[src/rtl/lfsr_prbs_gen_stream_if.sv]
// Valid/ready word stream carrying PRBS output from the generator to its consumer.
interface lfsr_prbs_gen_stream_if #(
   parameter int DATA_WIDTH = 8
);
   logic [DATA_WIDTH-1:0] tdata;
   logic                  tvalid;
   logic                  tready;

   modport master (output tdata, output tvalid, input tready);
   modport slave  (input tdata, input tvalid, output tready);
endinterface

[src/rtl/lfsr_prbs_gen_stream.sv]
// Parallel LFSR PRBS generator with stream output, seed load, burst/continuous modes
// and single-word error injection; the combinational lfsr stepper precedes the top.
module lfsr #(
   parameter int                    LFSR_WIDTH  = 31,
   parameter logic [LFSR_WIDTH-1:0] LFSR_POLY   = 31'h10000001,
   parameter string                 LFSR_CONFIG = "FIBONACCI",
   parameter int                    REVERSE     = 0,
   parameter int                    DATA_WIDTH  = 8,
   parameter string                 STYLE       = "AUTO"
) (
   input  logic [DATA_WIDTH-1:0] data_in,
   input  logic [LFSR_WIDTH-1:0] lfsr_in,
   output logic [DATA_WIDTH-1:0] data_out,
   output logic [LFSR_WIDTH-1:0] lfsr_out
);
   localparam bit IS_GALOIS = (LFSR_CONFIG == "GALOIS");

   // bits[i] is the i-th bit shifted out; the MSB of the state is the output tap
   logic [DATA_WIDTH-1:0] bits;

   function automatic logic [LFSR_WIDTH-1:0] step(input logic [LFSR_WIDTH-1:0] s,
                                                  input logic din);
      logic fb;
      fb = s[LFSR_WIDTH-1] ^ din;
      if (IS_GALOIS)
         step = {s[LFSR_WIDTH-2:0], 1'b0} ^ (fb ? LFSR_POLY : '0);
      else
         step = {s[LFSR_WIDTH-2:0], fb ^ (^(s[LFSR_WIDTH-2:0] & LFSR_POLY[LFSR_WIDTH-1:1]))};
   endfunction

   if (STYLE == "LOOP") begin : g_loop
      always_comb begin
         logic [LFSR_WIDTH-1:0] s;
         s    = lfsr_in;
         bits = '0;
         for (int i = 0; i < DATA_WIDTH; i++) begin
            bits[i] = s[LFSR_WIDTH-1];
            s       = step(s, data_in[DATA_WIDTH-1-i]);
         end
         lfsr_out = s;
      end
   end else begin : g_unrolled
      logic [LFSR_WIDTH-1:0] chain [0:DATA_WIDTH];
      assign chain[0] = lfsr_in;
      for (genvar gi = 0; gi < DATA_WIDTH; gi++) begin : g_stage
         assign bits[gi]      = chain[gi][LFSR_WIDTH-1];
         assign chain[gi+1]   = step(chain[gi], data_in[DATA_WIDTH-1-gi]);
      end
      assign lfsr_out = chain[DATA_WIDTH];
   end

   // first generated bit lands in the MSB unless LSB-first output is requested
   for (genvar gi = 0; gi < DATA_WIDTH; gi++) begin : g_order
      if (REVERSE != 0) begin : g_lsb_first
         assign data_out[gi] = bits[gi];
      end else begin : g_msb_first
         assign data_out[DATA_WIDTH-1-gi] = bits[gi];
      end
   end
endmodule

module lfsr_prbs_gen_stream #(
   parameter int                    LFSR_WIDTH  = 31,
   parameter logic [LFSR_WIDTH-1:0] LFSR_POLY   = 31'h10000001,
   parameter logic [LFSR_WIDTH-1:0] LFSR_INIT   = {LFSR_WIDTH{1'b1}},
   parameter string                 LFSR_CONFIG = "FIBONACCI",
   parameter int                    REVERSE     = 0,
   parameter int                    DATA_WIDTH  = 8,
   parameter string                 STYLE       = "AUTO",
   parameter int                    COUNT_WIDTH = 32
) (
   input  logic                   clk,
   input  logic                   rst,
   input  logic                   start,
   input  logic                   stop,
   input  logic [COUNT_WIDTH-1:0] burst_len,
   input  logic                   seed_load,
   input  logic [LFSR_WIDTH-1:0]  seed_value,
   input  logic                   inject_err,
   lfsr_prbs_gen_stream_if.master m_axis,
   output logic                   busy,
   output logic                   done,
   output logic [COUNT_WIDTH-1:0] word_count
);
   typedef enum logic [1:0] {IDLE, ACTIVE, DRAIN} fsm_t;

   fsm_t                   fsm_reg;
   logic [LFSR_WIDTH-1:0]  state_reg;
   logic [DATA_WIDTH-1:0]  tdata_reg;
   logic                   tvalid_reg;
   logic                   done_reg;
   logic                   busy_reg;
   logic                   err_pending_reg;
   logic [COUNT_WIDTH-1:0] count_reg;
   logic [COUNT_WIDTH-1:0] remaining_reg;

   logic [LFSR_WIDTH-1:0]  seed_eff;
   logic [LFSR_WIDTH-1:0]  lfsr_in;
   logic [LFSR_WIDTH-1:0]  lfsr_out;
   logic [DATA_WIDTH-1:0]  word;
   logic [DATA_WIDTH-1:0]  flip_mask;
   logic [COUNT_WIDTH-1:0] count_inc;
   logic                   xfer;

   // a seed loaded together with start must already feed the first word
   assign seed_eff  = (seed_value == '0) ? LFSR_INIT : seed_value;
   assign lfsr_in   = (fsm_reg == IDLE && seed_load) ? seed_eff : state_reg;
   assign xfer      = tvalid_reg && m_axis.tready;
   assign flip_mask = DATA_WIDTH'(err_pending_reg | inject_err);
   assign count_inc = (count_reg == '1) ? count_reg : count_reg + COUNT_WIDTH'(1);

   lfsr #(
      .LFSR_WIDTH  (LFSR_WIDTH),
      .LFSR_POLY   (LFSR_POLY),
      .LFSR_CONFIG (LFSR_CONFIG),
      .REVERSE     (REVERSE),
      .DATA_WIDTH  (DATA_WIDTH),
      .STYLE       (STYLE)
   ) u_lfsr (
      .data_in  ({DATA_WIDTH{1'b0}}),
      .lfsr_in  (lfsr_in),
      .data_out (word),
      .lfsr_out (lfsr_out)
   );

   always_ff @(posedge clk or posedge rst) begin
      if (rst) begin
         fsm_reg         <= IDLE;
         state_reg       <= LFSR_INIT;
         tdata_reg       <= '0;
         tvalid_reg      <= 1'b0;
         done_reg        <= 1'b0;
         busy_reg        <= 1'b0;
         err_pending_reg <= 1'b0;
         count_reg       <= '0;
         remaining_reg   <= '0;
      end else begin
         done_reg <= 1'b0;
         if (inject_err)
            err_pending_reg <= 1'b1;
         case (fsm_reg)
            IDLE: begin
               if (seed_load)
                  state_reg <= seed_eff;
               if (start && !stop) begin
                  fsm_reg         <= ACTIVE;
                  busy_reg        <= 1'b1;
                  count_reg       <= '0;
                  remaining_reg   <= burst_len;
                  tdata_reg       <= word ^ flip_mask;
                  state_reg       <= lfsr_out;
                  tvalid_reg      <= 1'b1;
                  err_pending_reg <= 1'b0;
               end
            end
            ACTIVE: begin
               if (xfer) begin
                  count_reg <= count_inc;
                  // remaining stays 0 throughout a continuous run
                  if (remaining_reg != '0)
                     remaining_reg <= remaining_reg - COUNT_WIDTH'(1);
                  if (stop || remaining_reg == COUNT_WIDTH'(1)) begin
                     tvalid_reg <= 1'b0;
                     done_reg   <= 1'b1;
                     busy_reg   <= 1'b0;
                     fsm_reg    <= IDLE;
                  end else begin
                     tdata_reg       <= word ^ flip_mask;
                     state_reg       <= lfsr_out;
                     tvalid_reg      <= 1'b1;
                     err_pending_reg <= 1'b0;
                  end
               end else if (stop) begin
                  fsm_reg <= DRAIN;
               end
            end
            DRAIN: begin
               if (xfer) begin
                  count_reg  <= count_inc;
                  tvalid_reg <= 1'b0;
                  done_reg   <= 1'b1;
                  busy_reg   <= 1'b0;
                  fsm_reg    <= IDLE;
               end
            end
            default: fsm_reg <= IDLE;
         endcase
      end
   end

   assign m_axis.tdata  = tdata_reg;
   assign m_axis.tvalid = tvalid_reg;
   assign busy          = busy_reg;
   assign done          = done_reg;
   assign word_count    = count_reg;
endmodule

[src/flat_wrapper.sv]
// flat-port wrapper written by rule: the top's interface ports become plain ports
module lfsr_prbs_gen_stream_flat 
#(
   parameter int                    LFSR_WIDTH  = 31,
   parameter logic [LFSR_WIDTH-1:0] LFSR_POLY   = 31'h10000001,
   parameter logic [LFSR_WIDTH-1:0] LFSR_INIT   = {LFSR_WIDTH{1'b1}},
   parameter string                 LFSR_CONFIG = "         ",
   parameter int                    REVERSE     = 0,
   parameter int                    DATA_WIDTH  = 8,
   parameter string                 STYLE       = "    ",
   parameter int                    COUNT_WIDTH = 32
)
  (clk, rst, start, stop, burst_len, seed_load, seed_value, inject_err, busy, done, word_count, m_axis_tdata, m_axis_tvalid, m_axis_tready);
  lfsr_prbs_gen_stream_if #(.DATA_WIDTH(DATA_WIDTH)) m_axis_i ();
  input  logic clk;
  input  logic rst;
  input  logic start;
  input  logic stop;
  input  logic [COUNT_WIDTH-1:0] burst_len;
  input  logic seed_load;
  input  logic [LFSR_WIDTH-1:0] seed_value;
  input  logic inject_err;
  output logic busy;
  output logic done;
  output logic [COUNT_WIDTH-1:0] word_count;
  output wire logic [$bits(m_axis_i.tdata)-1:0] m_axis_tdata;
  output wire logic [$bits(m_axis_i.tvalid)-1:0] m_axis_tvalid;
  input wire logic [$bits(m_axis_i.tready)-1:0] m_axis_tready;
  assign m_axis_tdata = m_axis_i.tdata;
  assign m_axis_tvalid = m_axis_i.tvalid;
  assign m_axis_i.tready = m_axis_tready;
  lfsr_prbs_gen_stream #(.LFSR_WIDTH(LFSR_WIDTH), .LFSR_POLY(LFSR_POLY), .LFSR_INIT(LFSR_INIT), .LFSR_CONFIG(LFSR_CONFIG), .REVERSE(REVERSE), .DATA_WIDTH(DATA_WIDTH), .STYLE(STYLE), .COUNT_WIDTH(COUNT_WIDTH)) u_core (.clk(clk), .rst(rst), .start(start), .stop(stop), .burst_len(burst_len), .seed_load(seed_load), .seed_value(seed_value), .inject_err(inject_err), .m_axis(m_axis_i), .busy(busy), .done(done), .word_count(word_count));
endmodule
[config.mk]
export PLATFORM = sky130hd
export DESIGN_NAME = lfsr_prbs_gen_stream_flat
export DESIGN_NICKNAME = d
export VERILOG_FILES = /design/src/rtl/lfsr_prbs_gen_stream_if.sv /design/src/rtl/lfsr_prbs_gen_stream.sv /design/src/flat_wrapper.sv
export SDC_FILE = /design/constraint.sdc
export NUM_CORES = 1
export LEC_CHECK = 0
export CELL_PAD_IN_SITES_DETAIL_PLACEMENT = 2
export CELL_PAD_IN_SITES_GLOBAL_PLACEMENT = 2
export CORE_UTILIZATION = 34
export CTS_CLUSTER_DIAMETER = 200
export CTS_CLUSTER_SIZE = 40
export DETAILED_ROUTE_END_ITERATION = 12
export GPL_TIMING_DRIVEN = 0
export HOLD_SLACK_MARGIN = 0.15
export PLACE_DENSITY = 0.88
export SLEW_MARGIN = 20
export SYNTH_ARGS = -nofsm -noshare
export SYNTH_HDL_FRONTEND = slang
export SYNTH_HIERARCHICAL = 1
export SYNTH_SLANG_ARGS = --single-unit
[constraint.sdc]
create_clock -name clk -period 3.8 [get_ports clk]
set_clock_uncertainty 0.2 [all_clocks]
set_input_delay 0.57 -clock clk [delete_from_list [all_inputs] [get_ports clk]]
set_output_delay 0.57 -clock clk [all_outputs]
set_load 0.02 [all_outputs]
# ---- Word level (Yosys, flattened, before mapping)
# Index checks and enable logic that the tools add are counted.
dict set report word_totals {
  ff_bits 109
  out_inout_bits 43
  word_cells 105
  in_bits 70
}
dict set report classes {
  bitwise 10
  eq_ne 15
  n_addsub 2
  n_reduce_logical 27
  n_mux 42
}
# op n
set op_table {}
lappend op_table {{$reduce_xor 30->1} 8}
lappend op_table {{$mux 32} 6}
lappend op_table {{$mux 31} 6}
lappend op_table {{$pmux 32 s2} 2}
lappend op_table {{$pmux 31 s2} 1}
lappend op_table {{$add 32x1->32 const B} 1}
lappend op_table {{$eq 32x1->1 const B} 1}
lappend op_table {{$eq 32x32->1 const B} 1}
lappend op_table {{$reduce_bool 32->1} 1}
lappend op_table {{$sub 32x1->32 const B} 1}
lappend op_table {{$logic_not 31->1} 1}
lappend op_table {{$mux 8} 3}
lappend op_table {{$reduce_and 4->1} 6}
lappend op_table {{$pmux 8 s2} 1}
lappend op_table {{$mux 1} 13}
lappend op_table {{$mux 2} 5}
lappend op_table {{$ne 2x1->1 const B} 5}
lappend op_table {{$xor 1x1->1} 8}
lappend op_table {{$xor 8x8->8} 1}
lappend op_table {{$ne 2x2->1 const B} 3}
lappend op_table {{$ne 3x3->1 const B} 2}
lappend op_table {{$pmux 1 s3} 2}
lappend op_table {{$pmux 2 s3} 1}
lappend op_table {{$reduce_and 5->1} 1}
lappend op_table {{other kinds (12)} 16}

# ---- Logic depth before layout (Yosys ltp)
dict set report logic_depth {
  ltp_word 8
  mapped_depth 11
}

# ---- Modules after synthesis
# The synthesis kept the hierarchy.
# module cells_each n_inst area_each_um2
set by_module_without_submodules {}
lappend by_module_without_submodules {lfsr_prbs_gen_stream 736 1 6836.6}
lappend by_module_without_submodules {lfsr 39 1 422.9}

# ---- Least setup slack after synthesis
# OpenSTA, ideal clock, no wires.
dict set report synth_timing {
  kind {reg2reg}
  from {reg u_core.fsm_reg[1]}
  to {reg u_core.remaining_reg[9]}
  slack_ns 1.014
  path_stages_with_launch 9
  arrival_time_ns 2.464
  period_less_slack_ns 2.786
  cell_sequence {dfrtp_1 -> inv_1 -> ha_1 -> clkbuf_1 -> and3_1 -> a2bb2oi_1 -> nand2_1 -> or4_1 -> o221a_1}
}
dict set report synth_between {
  elab_chain_cells 3
  elab_cells_between_ends 8
}
# element line
set synth_lines {}
lappend synth_lines {{start: declaration} lfsr_prbs_gen_stream.sv:87} ;# fsm_t fsm_reg;
lappend synth_lines {{start signal: assignment} lfsr_prbs_gen_stream.sv:128} ;# fsm_reg <= IDLE;
lappend synth_lines {{start signal: assignment} lfsr_prbs_gen_stream.sv:146} ;# fsm_reg <= ACTIVE;
lappend synth_lines {{start signal: assignment} lfsr_prbs_gen_stream.sv:166} ;# fsm_reg <= IDLE;
lappend synth_lines {{$eq 2x1->1 or $logic_not 2->1 (tied branches)} lfsr_prbs_gen_stream.sv:141} ;# case (fsm_reg)
lappend synth_lines {{$ne 2x1->1 (no source line) (tied with other cells)} --}
lappend synth_lines {{$reduce_and 4->1 (no source line)} --}
lappend synth_lines {{end signal: assignment} lfsr_prbs_gen_stream.sv:149} ;# remaining_reg <= burst_len;
lappend synth_lines {{end signal: assignment} lfsr_prbs_gen_stream.sv:161} ;# remaining_reg <= remaining_reg - COUNT_WIDTH'(1);
lappend synth_lines {{end: declaration} lfsr_prbs_gen_stream.sv:95} ;# logic [COUNT_WIDTH-1:0] remaining_reg;
# Several ways; a longest one is shown, not always the timed one.
# A chain may end at the register's enable or synchronous reset.

# ---- Worst setup path after layout
dict set report layout_timing {
  from {in seed_value[16]}
  to {reg u_core.state_reg[6]}
}
dict set report layout_between {
  elab_chain_cells 8
  elab_cells_between_ends 10
}
# element line
set layout_lines {}
lappend layout_lines {{start: declaration} flat_wrapper.sv:21} ;# input logic [LFSR_WIDTH-1:0] seed_value;
lappend layout_lines {{$logic_not 31->1 (*)} lfsr_prbs_gen_stream.sv:106} ;# assign seed_eff = (seed_value == '0) ? LFSR_INIT : seed_value;
lappend layout_lines {{$mux 31 (*)} lfsr_prbs_gen_stream.sv:106}
lappend layout_lines {{$mux 31 (*)} lfsr_prbs_gen_stream.sv:107} ;# assign lfsr_in = (fsm_reg == IDLE && seed_load) ? seed_eff : state_reg;
lappend layout_lines {{via u_core.lfsr_in[26]} lfsr_prbs_gen_stream.sv:98} ;# logic [LFSR_WIDTH-1:0] lfsr_in;
lappend layout_lines {{$reduce_xor 30->1 (*)} lfsr_prbs_gen_stream.sv:28} ;# step = {s[LFSR_WIDTH-2:0], fb ^ (^(s[LFSR_WIDTH-2:0] & LFSR_POLY[LFSR_WIDTH-1:1]))};
lappend layout_lines {{$xor 1x1->1 (*)} lfsr_prbs_gen_stream.sv:28}
lappend layout_lines {{via u_core.lfsr_out[6]} lfsr_prbs_gen_stream.sv:99} ;# logic [LFSR_WIDTH-1:0] lfsr_out;
lappend layout_lines {{$mux 31} lfsr_prbs_gen_stream.sv:162} ;# if (stop || remaining_reg == COUNT_WIDTH'(1)) begin
lappend layout_lines {{$mux 31} lfsr_prbs_gen_stream.sv:157} ;# if (xfer) begin
lappend layout_lines {{$pmux 31 s2 (*)} lfsr_prbs_gen_stream.sv:141}
lappend layout_lines {{end signal: assignment} lfsr_prbs_gen_stream.sv:151} ;# state_reg <= lfsr_out;
lappend layout_lines {{end signal: assignment} lfsr_prbs_gen_stream.sv:169} ;# state_reg <= lfsr_out;
lappend layout_lines {{end: declaration} lfsr_prbs_gen_stream.sv:88} ;# logic [LFSR_WIDTH-1:0] state_reg;
# The timed path passes the listed nets; every way through them passes the cells marked *. The select of a mux whose other input is x is not followed.

==> metrics.yaml <==
run_status:
  status: "complete, no violations"
flow_run:
  cap_violations: 0
global_routing:
  grt_max_degree: 74
  first_global_vias: 7605
  grtUsageTotal: 0.256
  grt_overflow_total: 0
  grt_pass1_wl_um: 43400
  antenna_found_initial: 0
placement:
  dpl-instance-area_sq_um: 8780
  dp_hpwl_um: 20000
  gp_congestion: 0.875
  io_buffers: 112
sta:
  period_share: 0.937
  fmax_ghz: 0.281
  rsz0062_at_grt: "false"
  hold_violations: 0
  finalSetupViolations: 0
  drv_slew: 0
  period_needed_ps: 3560
  slew_headroom: 0.366
  fin_setup_tns_ps: 0
  worst_pin_slew_ps: 943
clock_network:
  cts_post_setup_buffers_inserted: 0
  clk_pin_slew_ps: 60
  cts_root_buffer: "clkbuf_16"
  cts_buffers: 9
  tritoncts: "built"
  cts.hold.buffers_added: 0
  clkSinkCount: 109
  cts.htree.levels: 3
  clk_path_buf_depth: 2
  clock_latency_ps: 360
  cts_resized: 1
synth:
  synth_top_area_cell: "dfrtp_1"
  synth_area_leaders: "dfrtp_1 (27%), dfstp_2 (11%), mux2i_1 (5.5%)"
  yosys_register_bits: 109
  seq_area_frac_synth: 0.381
  syn_avg_cell_area_sq_um: 9.37
  yosysWarnings: 6
  synth_most_common_cell: "dfrtp_1"
  syn-cell-area_sq_um: 7260
  ys_types: 74
  synthTopCellsByCount: "dfrtp_1 (78), nand2_1 (47), inv_1 (43), mux2i_1 (40), clkbuf_1 (39)"
  synth_edf_count: 0
  synth_top_area_share: 0.269
  syn-instance-count: 775
  async_flop_share: 1.00
  synth_flop_cell: "dfrtp_1"
floorplan:
  die_area_sq_um: 21900
  core-area_sq_um: 21000
  initial_core_util: 0.346
  rows: 53
  fp.dieW_um: 148
  die_h_um: 148
  ios: 113
setup_path:
  critPathKind: "input port to register"
  slowest_delay_ps: 500
  path_cells: "clkdlybuf4s50_1 -> nor4_1 -> nand4_1 -> o21ai_1 -> clkbuf_2 -> o22a_1 -> xor3_1 -> o22ai_1 -> mux2i_1"
  r2r_cells: 6
  required_ps: 3870
  rrSetupSlack_ps: 410
  r2r-end: "u_core/state_reg[8]"
  critPathLaunchType: "input port"
  slowest_stage: "nor4_1"
  end_kind: "register"
  rr_startpoint: "u_core/remaining_reg[22]"
  worstPathArrival_ps: 3630
  cp_max_fo: 10
power_and_ir_drop:
  ir_drop_mv: 0.283
  p_leak_nw: 3.55
  p_per_area_nw_per_um2: 751
route:
  drt-vias-per-instance: 5.91
  wl_um: 27200
  wl_per_cell_um: 22.9
  drc: 0
  drt_iter0_markers: 306
  vias: 7004
  firstDrtPassIters: 5
  ant_nets: 0
cells_and_area:
  final_area_sq_um: 9090
  layout-drive-gt1-share: 0.133
  syn_to_final_growth_pct: 25.2
  final_util: 0.434
  nNetsFinal: 983
  n_antenna_cell: 0
hold_path:
  hold-path-endpoint: "u_core/state_reg[7]"
  hold_depth: 2
  hold_path.class: "register to register"
  hold_start: "u_core/state_reg[7]"
placed cells by master (no fill, tap or decap), drive strengths merged, types with 5 or more instances in the layout:
cell type      netlist  layout
clkdlybuf4s50        0     112
or3                 10      10
nand4               19      19
a21oi               36      36
nand2b              10      10
and4                 5       5
a31oi                8       8
ha                   7       7
dfrtp               78      78
o22a                32      32
o22ai               35      35
o21ai               28      28
inv                 43      44
nand3               24      24
nor3                20      20
buf                 39      40
o41ai                8       8
o31ai               25      25
and3                 8       8
nor4                27      27
xor3                 8       8
nor2                35      35
clkbuf              39      52
dfstp               31      31
mux2                11      11
nand2               47      47
or4                 25      25
o211ai               7       7
conb                 1       8
a22oi               10      10
mux2i               40      40
metal layers:
layer | track usage | vias to the layer above | share of wire
li1 | - | 3196 | -
met1 | 0.333 | 3623 | 0.45
met2 | 0.442 | 148 | 0.50
met3 | 0.0365 | 37 | 0.031
met4 | 0.0716 | 0 | 0.020
met5 | 0 | - | 0
through the flow:
step	setup slack, ps	power, mW	hold slack [ps]	std cells
3_3_place_gp	-1880	5.60	252	1169
4_1_cts	92.6	6.83	276	1186
6_report	241	6.82	271	1186
3_5_place_dp	-208	5.82	265	1170
5_1_grt	87.7	7.23	287	1186
2_1_floorplan	207	4.55	245	782
power by group:
| group | leakage (nW) | internal [mW] | switching (mW) |
|---|---|---|---|
| clock network | 0.145 | 0.503 | 0.459 |
| registers | 1.31 | 1.72 | 0.425 |
| logic | 2.09 | 1.64 | 2.08 |
| total | 3.55 | 3.86 | 2.96 |
kinds of logic (layout without fill, tap and decap cells):
group                    Yosys count  after routing  share of synthesized area
XOR/XNOR                           9              9                     0.0274
other                              1              8                   0.000517
buffers and inverters            121            250                     0.0817
AND/OR/NAND/NOR                  249            249                      0.194
multiplexers                      51             51                     0.0764
AO/OA/AOI/OAI                    228            228                      0.227
adder cells (fa/ha/maj)            7              7                     0.0121
flip-flops                       109            109                      0.381
how the worst max path moves through the flow:
| stage | startpoint | cells past startpoint | end | slack, ps |
|---|---|---|---|---|
| after global placement | rst | 2 | u_core/remaining_reg[16] | -1880 |
| after CTS | seed_value[16] | 9 | u_core/state_reg[6] | 90 |
| after floorplan | rst | 1 | u_core/busy | 210 |
| after detailed placement | seed_value[16] | 9 | u_core/state_reg[6] | -210 |
| final | seed_value[16] | 9 | u_core/state_reg[6] | 240 |
| after global routing | u_core/remaining_reg[22] | 6 | u_core/state_reg[1] | 90 |
worst max-delay path, delay by kind of cell:
family	cells	cell delay, ps
buffers and inverters	2	790
XOR/XNOR	1	500
AND/OR/NAND/NOR	2	790
multiplexers	1	100
AO/OA/AOI/OAI	3	880
final cells by class:
| cell class | count | area, sq um |
|---|---|---|
| sequential | 109 | 2770 |
| buffer | 78 | 433 |
| clock buffer | 13 | 272 |
| inverter | 43 | 166 |
| clock inverter | 3 | 16.3 |
| fill | 2280 | 11900 |
| multi-input combinational | 552 | 3940 |
| timing repair buffer | 113 | 1150 |
| tap | 275 | 344 |
Power figures use the tool's default switching activity.
